--- src/rtl/mem_arbiter_if.sv ---
// Bundle between the IFU/LSU requesters, the arbiter
// and the memory-side adapter.
interface mem_arbiter_if #(
   parameter int ADDR_W = 32,
   parameter int DATA_W = 32
);
   logic              ifu_req_valid;
   logic              ifu_req_ready;
   logic [ADDR_W-1:0] ifu_addr;
   logic              ifu_rsp_valid;
   logic [DATA_W-1:0] ifu_rdata;

   logic                 lsu_req_valid;
   logic                lsu_req_ready;
   logic [ADDR_W-1:0]   lsu_addr;
   logic                lsu_wen;
   logic [DATA_W-1:0]   lsu_wdata;
   logic [DATA_W/8-1:0] lsu_wmask;
   logic                lsu_rsp_valid;
   logic [DATA_W-1:0]   lsu_rdata;

   logic                mem_req_valid;
   logic                mem_req_ready;
   logic [ADDR_W-1:0]   mem_addr;
   logic                mem_wen;
   logic [DATA_W-1:0]   mem_wdata;
   logic [DATA_W/8-1:0] mem_wmask;
   logic                mem_rsp_valid;
   logic [DATA_W-1:0]   mem_rdata;

   modport slave (
      input  ifu_req_valid, ifu_addr,
      input  lsu_req_valid, lsu_addr,
      input  lsu_wen, lsu_wdata, lsu_wmask,
      input  mem_req_ready, mem_rsp_valid,
      input  mem_rdata,
      output ifu_req_ready, ifu_rsp_valid,
      output ifu_rdata,
      output lsu_req_ready, lsu_rsp_valid,
      output lsu_rdata,
      output mem_req_valid, mem_addr,
      output mem_wen, mem_wdata, mem_wmask
   );

   modport master (
      output ifu_req_valid, ifu_addr,
      output lsu_req_valid, lsu_addr,
      output lsu_wen, lsu_wdata, lsu_wmask,
      output mem_req_ready, mem_rsp_valid,
      output mem_rdata,
      input  ifu_req_ready, ifu_rsp_valid,
      input  ifu_rdata,
      input  lsu_req_ready, lsu_rsp_valid,
      input  lsu_rdata,
      input  mem_req_valid, mem_addr,
      input  mem_wen, mem_wdata, mem_wmask
   );
endinterface

--- src/rtl/mem_arbiter.sv ---
// Round-robin arbiter sharing one memory port between
// IFU and LSU; one outstanding transaction at a time.
module mem_arbiter #(
   parameter int ADDR_W = 32,
   parameter int DATA_W = 32
) (
   input  logic          clk,
   input  logic          reset,
   mem_arbiter_if.slave  bus
);
   typedef enum logic [1:0] {
      S_IDLE,
      S_REQ,
      S_WAIT
   } state_e;

   localparam logic IFU = 1'b0;
   localparam logic LSU = 1'b1;
   localparam int   MW  = DATA_W / 8;

   state_e state_q, state_d;
   logic   last_q, last_d;
   logic   owner_q, owner_d;

   logic [ADDR_W-1:0] addr_q, addr_d;
   logic              wen_q, wen_d;
   logic [DATA_W-1:0] wdata_q, wdata_d;
   logic [MW-1:0]     wmask_q, wmask_d;

   logic gnt_ifu, gnt_lsu, rsp_fire;

   // Ready is gated by reset so no output leaks
   // while the block is held in reset.
   always_comb begin
      gnt_ifu = 1'b0;
      gnt_lsu = 1'b0;
      if (state_q == S_IDLE && reset) begin
         gnt_ifu = bus.ifu_req_valid &
                   (~bus.lsu_req_valid |
                    (last_q == LSU));
         gnt_lsu = bus.lsu_req_valid & ~gnt_ifu;
      end
   end

   always_comb begin
      state_d = state_q;
      last_d  = last_q;
      owner_d = owner_q;
      addr_d  = addr_q;
      wen_d   = wen_q;
      wdata_d = wdata_q;
      wmask_d = wmask_q;
      unique case (state_q)
         S_IDLE: begin
            unique case (1'b1)
               gnt_lsu: begin
                  state_d = S_REQ;
                  last_d  = LSU;
                  owner_d = LSU;
                  addr_d  = bus.lsu_addr;
                  wen_d   = bus.lsu_wen;
                  wdata_d = bus.lsu_wdata;
                  wmask_d = bus.lsu_wmask;
               end
               gnt_ifu: begin
                  state_d = S_REQ;
                  last_d  = IFU;
                  owner_d = IFU;
                  addr_d  = bus.ifu_addr;
                  wen_d   = 1'b0;
                  wdata_d = '0;
                  wmask_d = '0;
               end
               default: ;
            endcase
         end
         S_REQ: begin
            if (bus.mem_req_ready)
               state_d = S_WAIT;
         end
         S_WAIT: begin
            if (bus.mem_rsp_valid)
               state_d = S_IDLE;
         end
         default: state_d = S_IDLE;
      endcase
   end

   always_ff @(posedge clk or negedge reset) begin
      if (!reset) begin
         state_q <= S_IDLE;
         last_q  <= LSU;
         owner_q <= IFU;
         addr_q  <= '0;
         wen_q   <= 1'b0;
         wdata_q <= '0;
         wmask_q <= '0;
      end else begin
         state_q <= state_d;
         last_q  <= last_d;
         owner_q <= owner_d;
         addr_q  <= addr_d;
         wen_q   <= wen_d;
         wdata_q <= wdata_d;
         wmask_q <= wmask_d;
      end
   end

   assign rsp_fire = (state_q == S_WAIT) &
                     bus.mem_rsp_valid;

   assign bus.ifu_req_ready = gnt_ifu;
   assign bus.lsu_req_ready = gnt_lsu;

   assign bus.ifu_rsp_valid =
      rsp_fire & (owner_q == IFU);
   assign bus.lsu_rsp_valid =
      rsp_fire & (owner_q == LSU);

   assign bus.ifu_rdata = bus.ifu_rsp_valid ?
      bus.mem_rdata : '0;
   assign bus.lsu_rdata = bus.lsu_rsp_valid ?
      bus.mem_rdata : '0;

   assign bus.mem_req_valid = (state_q == S_REQ);
   assign bus.mem_addr      = addr_q;
   assign bus.mem_wen       = wen_q;
   assign bus.mem_wdata     = wdata_q;
   assign bus.mem_wmask     = wmask_q;
endmodule

--- src/flat_wrapper.sv ---
// flat-port wrapper written by rule: the top's interface ports become plain ports
module mem_arbiter_flat 
#(
   parameter int ADDR_W = 32,
   parameter int DATA_W = 32
)
  (clk, reset, bus_ifu_req_valid, bus_ifu_addr, bus_lsu_req_valid, bus_lsu_addr, bus_lsu_wen, bus_lsu_wdata, bus_lsu_wmask, bus_mem_req_ready, bus_mem_rsp_valid, bus_mem_rdata, bus_ifu_req_ready, bus_ifu_rsp_valid, bus_ifu_rdata, bus_lsu_req_ready, bus_lsu_rsp_valid, bus_lsu_rdata, bus_mem_req_valid, bus_mem_addr, bus_mem_wen, bus_mem_wdata, bus_mem_wmask);
  mem_arbiter_if #(.ADDR_W(ADDR_W), .DATA_W(DATA_W)) bus_i ();
  input  logic clk;
  input  logic reset;
  input wire logic [$bits(bus_i.ifu_req_valid)-1:0] bus_ifu_req_valid;
  input wire logic [$bits(bus_i.ifu_addr)-1:0] bus_ifu_addr;
  input wire logic [$bits(bus_i.lsu_req_valid)-1:0] bus_lsu_req_valid;
  input wire logic [$bits(bus_i.lsu_addr)-1:0] bus_lsu_addr;
  input wire logic [$bits(bus_i.lsu_wen)-1:0] bus_lsu_wen;
  input wire logic [$bits(bus_i.lsu_wdata)-1:0] bus_lsu_wdata;
  input wire logic [$bits(bus_i.lsu_wmask)-1:0] bus_lsu_wmask;
  input wire logic [$bits(bus_i.mem_req_ready)-1:0] bus_mem_req_ready;
  input wire logic [$bits(bus_i.mem_rsp_valid)-1:0] bus_mem_rsp_valid;
  input wire logic [$bits(bus_i.mem_rdata)-1:0] bus_mem_rdata;
  output wire logic [$bits(bus_i.ifu_req_ready)-1:0] bus_ifu_req_ready;
  output wire logic [$bits(bus_i.ifu_rsp_valid)-1:0] bus_ifu_rsp_valid;
  output wire logic [$bits(bus_i.ifu_rdata)-1:0] bus_ifu_rdata;
  output wire logic [$bits(bus_i.lsu_req_ready)-1:0] bus_lsu_req_ready;
  output wire logic [$bits(bus_i.lsu_rsp_valid)-1:0] bus_lsu_rsp_valid;
  output wire logic [$bits(bus_i.lsu_rdata)-1:0] bus_lsu_rdata;
  output wire logic [$bits(bus_i.mem_req_valid)-1:0] bus_mem_req_valid;
  output wire logic [$bits(bus_i.mem_addr)-1:0] bus_mem_addr;
  output wire logic [$bits(bus_i.mem_wen)-1:0] bus_mem_wen;
  output wire logic [$bits(bus_i.mem_wdata)-1:0] bus_mem_wdata;
  output wire logic [$bits(bus_i.mem_wmask)-1:0] bus_mem_wmask;
  assign bus_i.ifu_req_valid = bus_ifu_req_valid;
  assign bus_i.ifu_addr = bus_ifu_addr;
  assign bus_i.lsu_req_valid = bus_lsu_req_valid;
  assign bus_i.lsu_addr = bus_lsu_addr;
  assign bus_i.lsu_wen = bus_lsu_wen;
  assign bus_i.lsu_wdata = bus_lsu_wdata;
  assign bus_i.lsu_wmask = bus_lsu_wmask;
  assign bus_i.mem_req_ready = bus_mem_req_ready;
  assign bus_i.mem_rsp_valid = bus_mem_rsp_valid;
  assign bus_i.mem_rdata = bus_mem_rdata;
  assign bus_ifu_req_ready = bus_i.ifu_req_ready;
  assign bus_ifu_rsp_valid = bus_i.ifu_rsp_valid;
  assign bus_ifu_rdata = bus_i.ifu_rdata;
  assign bus_lsu_req_ready = bus_i.lsu_req_ready;
  assign bus_lsu_rsp_valid = bus_i.lsu_rsp_valid;
  assign bus_lsu_rdata = bus_i.lsu_rdata;
  assign bus_mem_req_valid = bus_i.mem_req_valid;
  assign bus_mem_addr = bus_i.mem_addr;
  assign bus_mem_wen = bus_i.mem_wen;
  assign bus_mem_wdata = bus_i.mem_wdata;
  assign bus_mem_wmask = bus_i.mem_wmask;
  mem_arbiter #(.ADDR_W(ADDR_W), .DATA_W(DATA_W)) u_core (.clk(clk), .reset(reset), .bus(bus_i));
endmodule
--- config.mk ---
export PLATFORM = sky130hd
export DESIGN_NAME = mem_arbiter_flat
export DESIGN_NICKNAME = d
export VERILOG_FILES = /design/src/rtl/mem_arbiter_if.sv /design/src/rtl/mem_arbiter.sv /design/src/flat_wrapper.sv
export SDC_FILE = /design/constraint.sdc
export NUM_CORES = 1
export LEC_CHECK = 0
export ABC_AREA = 1
export CAP_MARGIN = 20
export CORE_ASPECT_RATIO = 0.5
export CORE_MARGIN = 1
export CORE_UTILIZATION = 39
export CTS_BUF_LIST = sky130_fd_sc_hd__clkbuf_2
export CTS_CLUSTER_DIAMETER = 60
export CTS_CLUSTER_SIZE = 10
export DETAILED_ROUTE_END_ITERATION = 8
export GPL_TIMING_DRIVEN = 1
export MAX_ROUTING_LAYER = met4
export PLACE_DENSITY = 0.95
export SYNTH_ARGS = -nofsm -noshare
export SYNTH_HDL_FRONTEND = slang
export SYNTH_SLANG_ARGS = --single-unit
--- constraint.sdc ---
create_clock -name clk -period 3.16 [get_ports clk]
set_input_delay 0.474 -clock clk [delete_from_list [all_inputs] [get_ports clk]]
set_output_delay 0.474 -clock clk [all_outputs]
set_load 0.01 [all_outputs]
==> metrics.md, run 1 <==
| Metric | Value |
|---|---|
| Share of cells above drive strength 1 | 0.0420 |
| Synth Instances | 570 |
| Total CTS buffers | 9 |
| Yosys warning total | 0 |
| IO buf count | 276 |
| Syn nets | 709 |
| Largest net degree at the start of global routing | around 100 |
| Worst EP arrival | about 2.4 ns |
| Dominant cell type by area after synthesis | dfrtp_1 |
| Root Buffer Master | clkbuf_2 |
| Die X | 145 um |
| Clk buf depth | 2 |
| Mapped Avg Cell Area | approximately 6.9 sq um |
| GR Overflow Total | 0 |
| CTS tree | built |
| Cts hold-fix bufs | 0 |
| Post-place setup slack | 0.302 ns |
| Worst setup SP type | register |
| Status | finished, final reports clean |
| HP Class | in2async |
| Top cell family by delay on the critical path | buffers and inverters |
| Gpl congestion | between 0.8 and 0.9 |
| Fin crit share | 0.924 |
| Met1 wire length | between 5 and 6 mm |
| P&R area growth vs syn | 73.1% |
| Unrepaired setup endpoints after global routing | false |
| Vias in the first global route | about 4.3k |
| Post-Route WL | ~14 mm |
| Share of the synthesized area in the top cell type | 0.455 |
| Async SR Flop Fraction | 1.00 |
| Post-route DRC | 0 |
| CTS H-tree lvls | 3 |
| Max layer used | met4 |
| Post-route ant nets | 0 |
| Vias | approximately 4.6k |
| Clock transition at path regs | about 0.19 ns |
| Post-Syn Area | 3960 sq um |
| Io pins | 277 |
| Die Area | around 11000 sq um |
| Std cell rows | 25 |
| MaxCap Viol Count | 0 |
| Max_slew headroom | 0.331 |
| HPWL after DPL | 10.7 mm |
| Pwr dens | 621 nW/um^2 |
| Post-synth top flop | dfrtp_1 |
| DR WL/cell | ~15 um |
| Leakage | 3.51 nW |
| Synth unique cells | 19 |
| Slew at the pin closest to its max-slew limit | approximately 1.0 ns |
| Setup TNS | 0 ns |
| Clock Skew | between 0.02 and 0.03 ns |
| Nets | ~1000 |
| All-Layer GR Usage | 0.274 |
| Met2 Routed Length | 7.54 mm |
| Vias per cell | between 4 and 5 |
| Crit path kind | reg2out |
| Core ar. | roughly 9600 sq um |
| CP max-delay cell | clkdlybuf4s50_1 |
| Crit path required time | between 2 and 3 ns |
| CP most frequent cell | nor2_1 |
| Min Tclk post-route | 2.92 ns |
| DRT Pass-1 Iters | 5 |
| N_diodes | 0 |
| DRT iter0 DRCs | 430 |
| Final number of setup-violating endpoints | 0 |
| Initial Utilization | 0.411 |
| Clk sink count | 73 |
| Post-synth EDFFs | 0 |
| Vert. Die Dim | 73.3 um |
| Met3 wire len | about 900 um |
| Antenna violations before repair | 0 |
| Skew-Pair Late Insertion Delay | 0.55 ns |
| Max Slew Vio Count | 0 |
| Worst-path fanout max | 19 |
| FMAX | 343 MHz |
| Register area share after synthesis | 0.462 |
| Seq cells post-synth | 73 |
| Critical Path Max Stage Delay | 0.56 ns |
| Fin. Hold Viols | 0 |
| Min Hold Slack | between 0.15 and 0.2 ns |
| First-pass GRT wire length | 20.9 mm |
| Cell Chain, Critical Path | inv_2 > nand3_1 > nor2_1 > inv_1 > buf_4 > nor2_1 > clkdlybuf4s50_1 |
| Synth area leaders | dfrtp_1 (45%), nand3_1 (17%), nand2_1 (13%), inv_1 (9.9%), nor2_1 (6.4%) |
| Final worst slack | 0.242 ns |
| Endpoint class of the critical path | output port |
| Crit path buf inv count | 4 |
| Maximum vdd drop | ~330 uV |
| FILL cells | approximately 740 |
placed cells by master, fill, tap and decap left out, drive strengths merged:
cell             n
clkdlybuf4s50  275
nand2          143
nand3          136
inv            107
dfrtp           72
nor2            68
buf             12
clkbuf          10
clkinv           3
clkinvlp         2
o21ai            2
a21oi            1
o211ai           1
o31ai            1
dfstp            1
synthesized netlist by cell type, types with 2 or more instances:
cell type and number:
buf_1 4, buf_2 3, buf_4 8, buf_6 3
clkbuf_1 19, dfrtp_1 72, inv_1 104, inv_2 4
nand2_1 141, nand2_2 2, nand3_1 135, nor2_1 67
o21ai_0 2
cell type report:
| cell class | count | area, sq um | share of cell area |
|---|---|---|---|
| flip-flops and latches | 73 | 1830 | 0.267 |
| multi-input cells | 352 | 1540 | 0.225 |
| well taps | 135 | 169 | 0.0246 |
| clock buffers | 10 | 50.0 | 0.00730 |
| repair inverters | 1 | 7.51 | 0.00110 |
| repair buffers | 287 | 2840 | 0.414 |
| clock inverters | 3 | 11.3 | 0.00164 |
| inverters | 108 | 409 | 0.0597 |
sequential cells by signal (all words and copies together), names as in the netlist:
| name | cells |
|---|---|
| u_core.last_q | 1 |
| u_core.bus.mem_wmask | 4 |
| u_core.state_q | 2 |
| u_core.bus.mem_wen | 1 |
| u_core.bus.mem_wdata | 32 |
| u_core.owner_q | 1 |
| u_core.bus.mem_addr | 32 |
cell families after synthesis:
group / synth area share
AOI/OAI and AO/OA: 0.00853
DFF: 0.462
buffers and inverters: 0.152
and+or+nand+nor: 0.378
layer usage:
layer,vias to the layer above,global-route usage
met5,-,-
met4,0,0.154
met3,51,0.0730
met2,170,0.477
met1,2115,0.286
li1,2244,-
stage by stage:
| step | utilization | total power, mW | area [sq um] | std cells |
|---|---|---|---|---|
| after floorplan | - | 2.56 | 3960 | 570 |
| after global placement | 0.701 | 3.77 | 6760 | 952 |
| after detailed placement | 0.701 | 3.87 | 6760 | 952 |
| after CTS | 0.708 | 4.27 | 6820 | 965 |
| after global routing | 0.711 | 4.53 | 6850 | 969 |
| final | 0.711 | 4.25 | 6850 | 969 |
report_power, final:
| group | switching, mW | internal, mW |
|---|---|---|
| logic | 1.15 | 1.17 |
| registers | 0.210 | 1.32 |
| clock network | 0.315 | 0.0868 |
| total | 1.68 | 2.58 |
worst paths after layout:
path	startpoint	end	slack, ns	cells past startpoint
worst min register to register	u_core.state_q[0]$_DFFE_PN0P_	u_core.state_q[1]$_DFFE_PN0P_	0.46	1
worst max-delay path	u_core.state_q[0]$_DFFE_PN0P_	bus_lsu_rdata[12]	0.24	7
worst max register to register	u_core.state_q[1]$_DFFE_PN0P_	u_core.bus.mem_addr[17]$_DFFE_PN0P_	1.18	8
min in group clk	bus_lsu_wdata[2]	u_core.bus.mem_wdata[2]$_DFFE_PN0P_	0.43	3
worst min-delay path	reset	u_core.bus.mem_addr[29]$_DFFE_PN0P_	0.19	2
max in group asynchronous	reset	u_core.bus.mem_addr[8]$_DFFE_PN0P_	2.35	2
what timing repair did:
item / CTS / global route
buffers inserted: 0 / 3
endpoints found under the setup margin: 0 / 13
resized for setup: 0 / 3
No activity file was read; power rests on OpenSTA's default activity.
==> inputs of run 2 (changes only) <==
--- a/config.mk
+++ b/config.mk
@@ -17,6 +17,7 @@
 export GPL_TIMING_DRIVEN = 1
 export MAX_ROUTING_LAYER = met4
 export PLACE_DENSITY = 0.95
+export SLEW_MARGIN = 10
 export SYNTH_ARGS = -nofsm -noshare
 export SYNTH_HDL_FRONTEND = slang
 export SYNTH_SLANG_ARGS = --single-unit
==> results of run 2 <==
Final layout, timing and power as in run 1 (identical DEF).
==> inputs of run 3 (changes only) <==
--- a/config.mk
+++ b/config.mk
@@ -15,9 +15,10 @@
 export CTS_CLUSTER_SIZE = 10
 export DETAILED_ROUTE_END_ITERATION = 8
 export GPL_TIMING_DRIVEN = 1
+export HOLD_SLACK_MARGIN = 0.06
 export MAX_ROUTING_LAYER = met4
 export PLACE_DENSITY = 0.95
-export SLEW_MARGIN = 10
+export SLEW_MARGIN = 20
 export SYNTH_ARGS = -nofsm -noshare
 export SYNTH_HDL_FRONTEND = slang
 export SYNTH_SLANG_ARGS = --single-unit
==> results of run 3 <==
Final layout, timing and power as in run 1 (identical DEF).
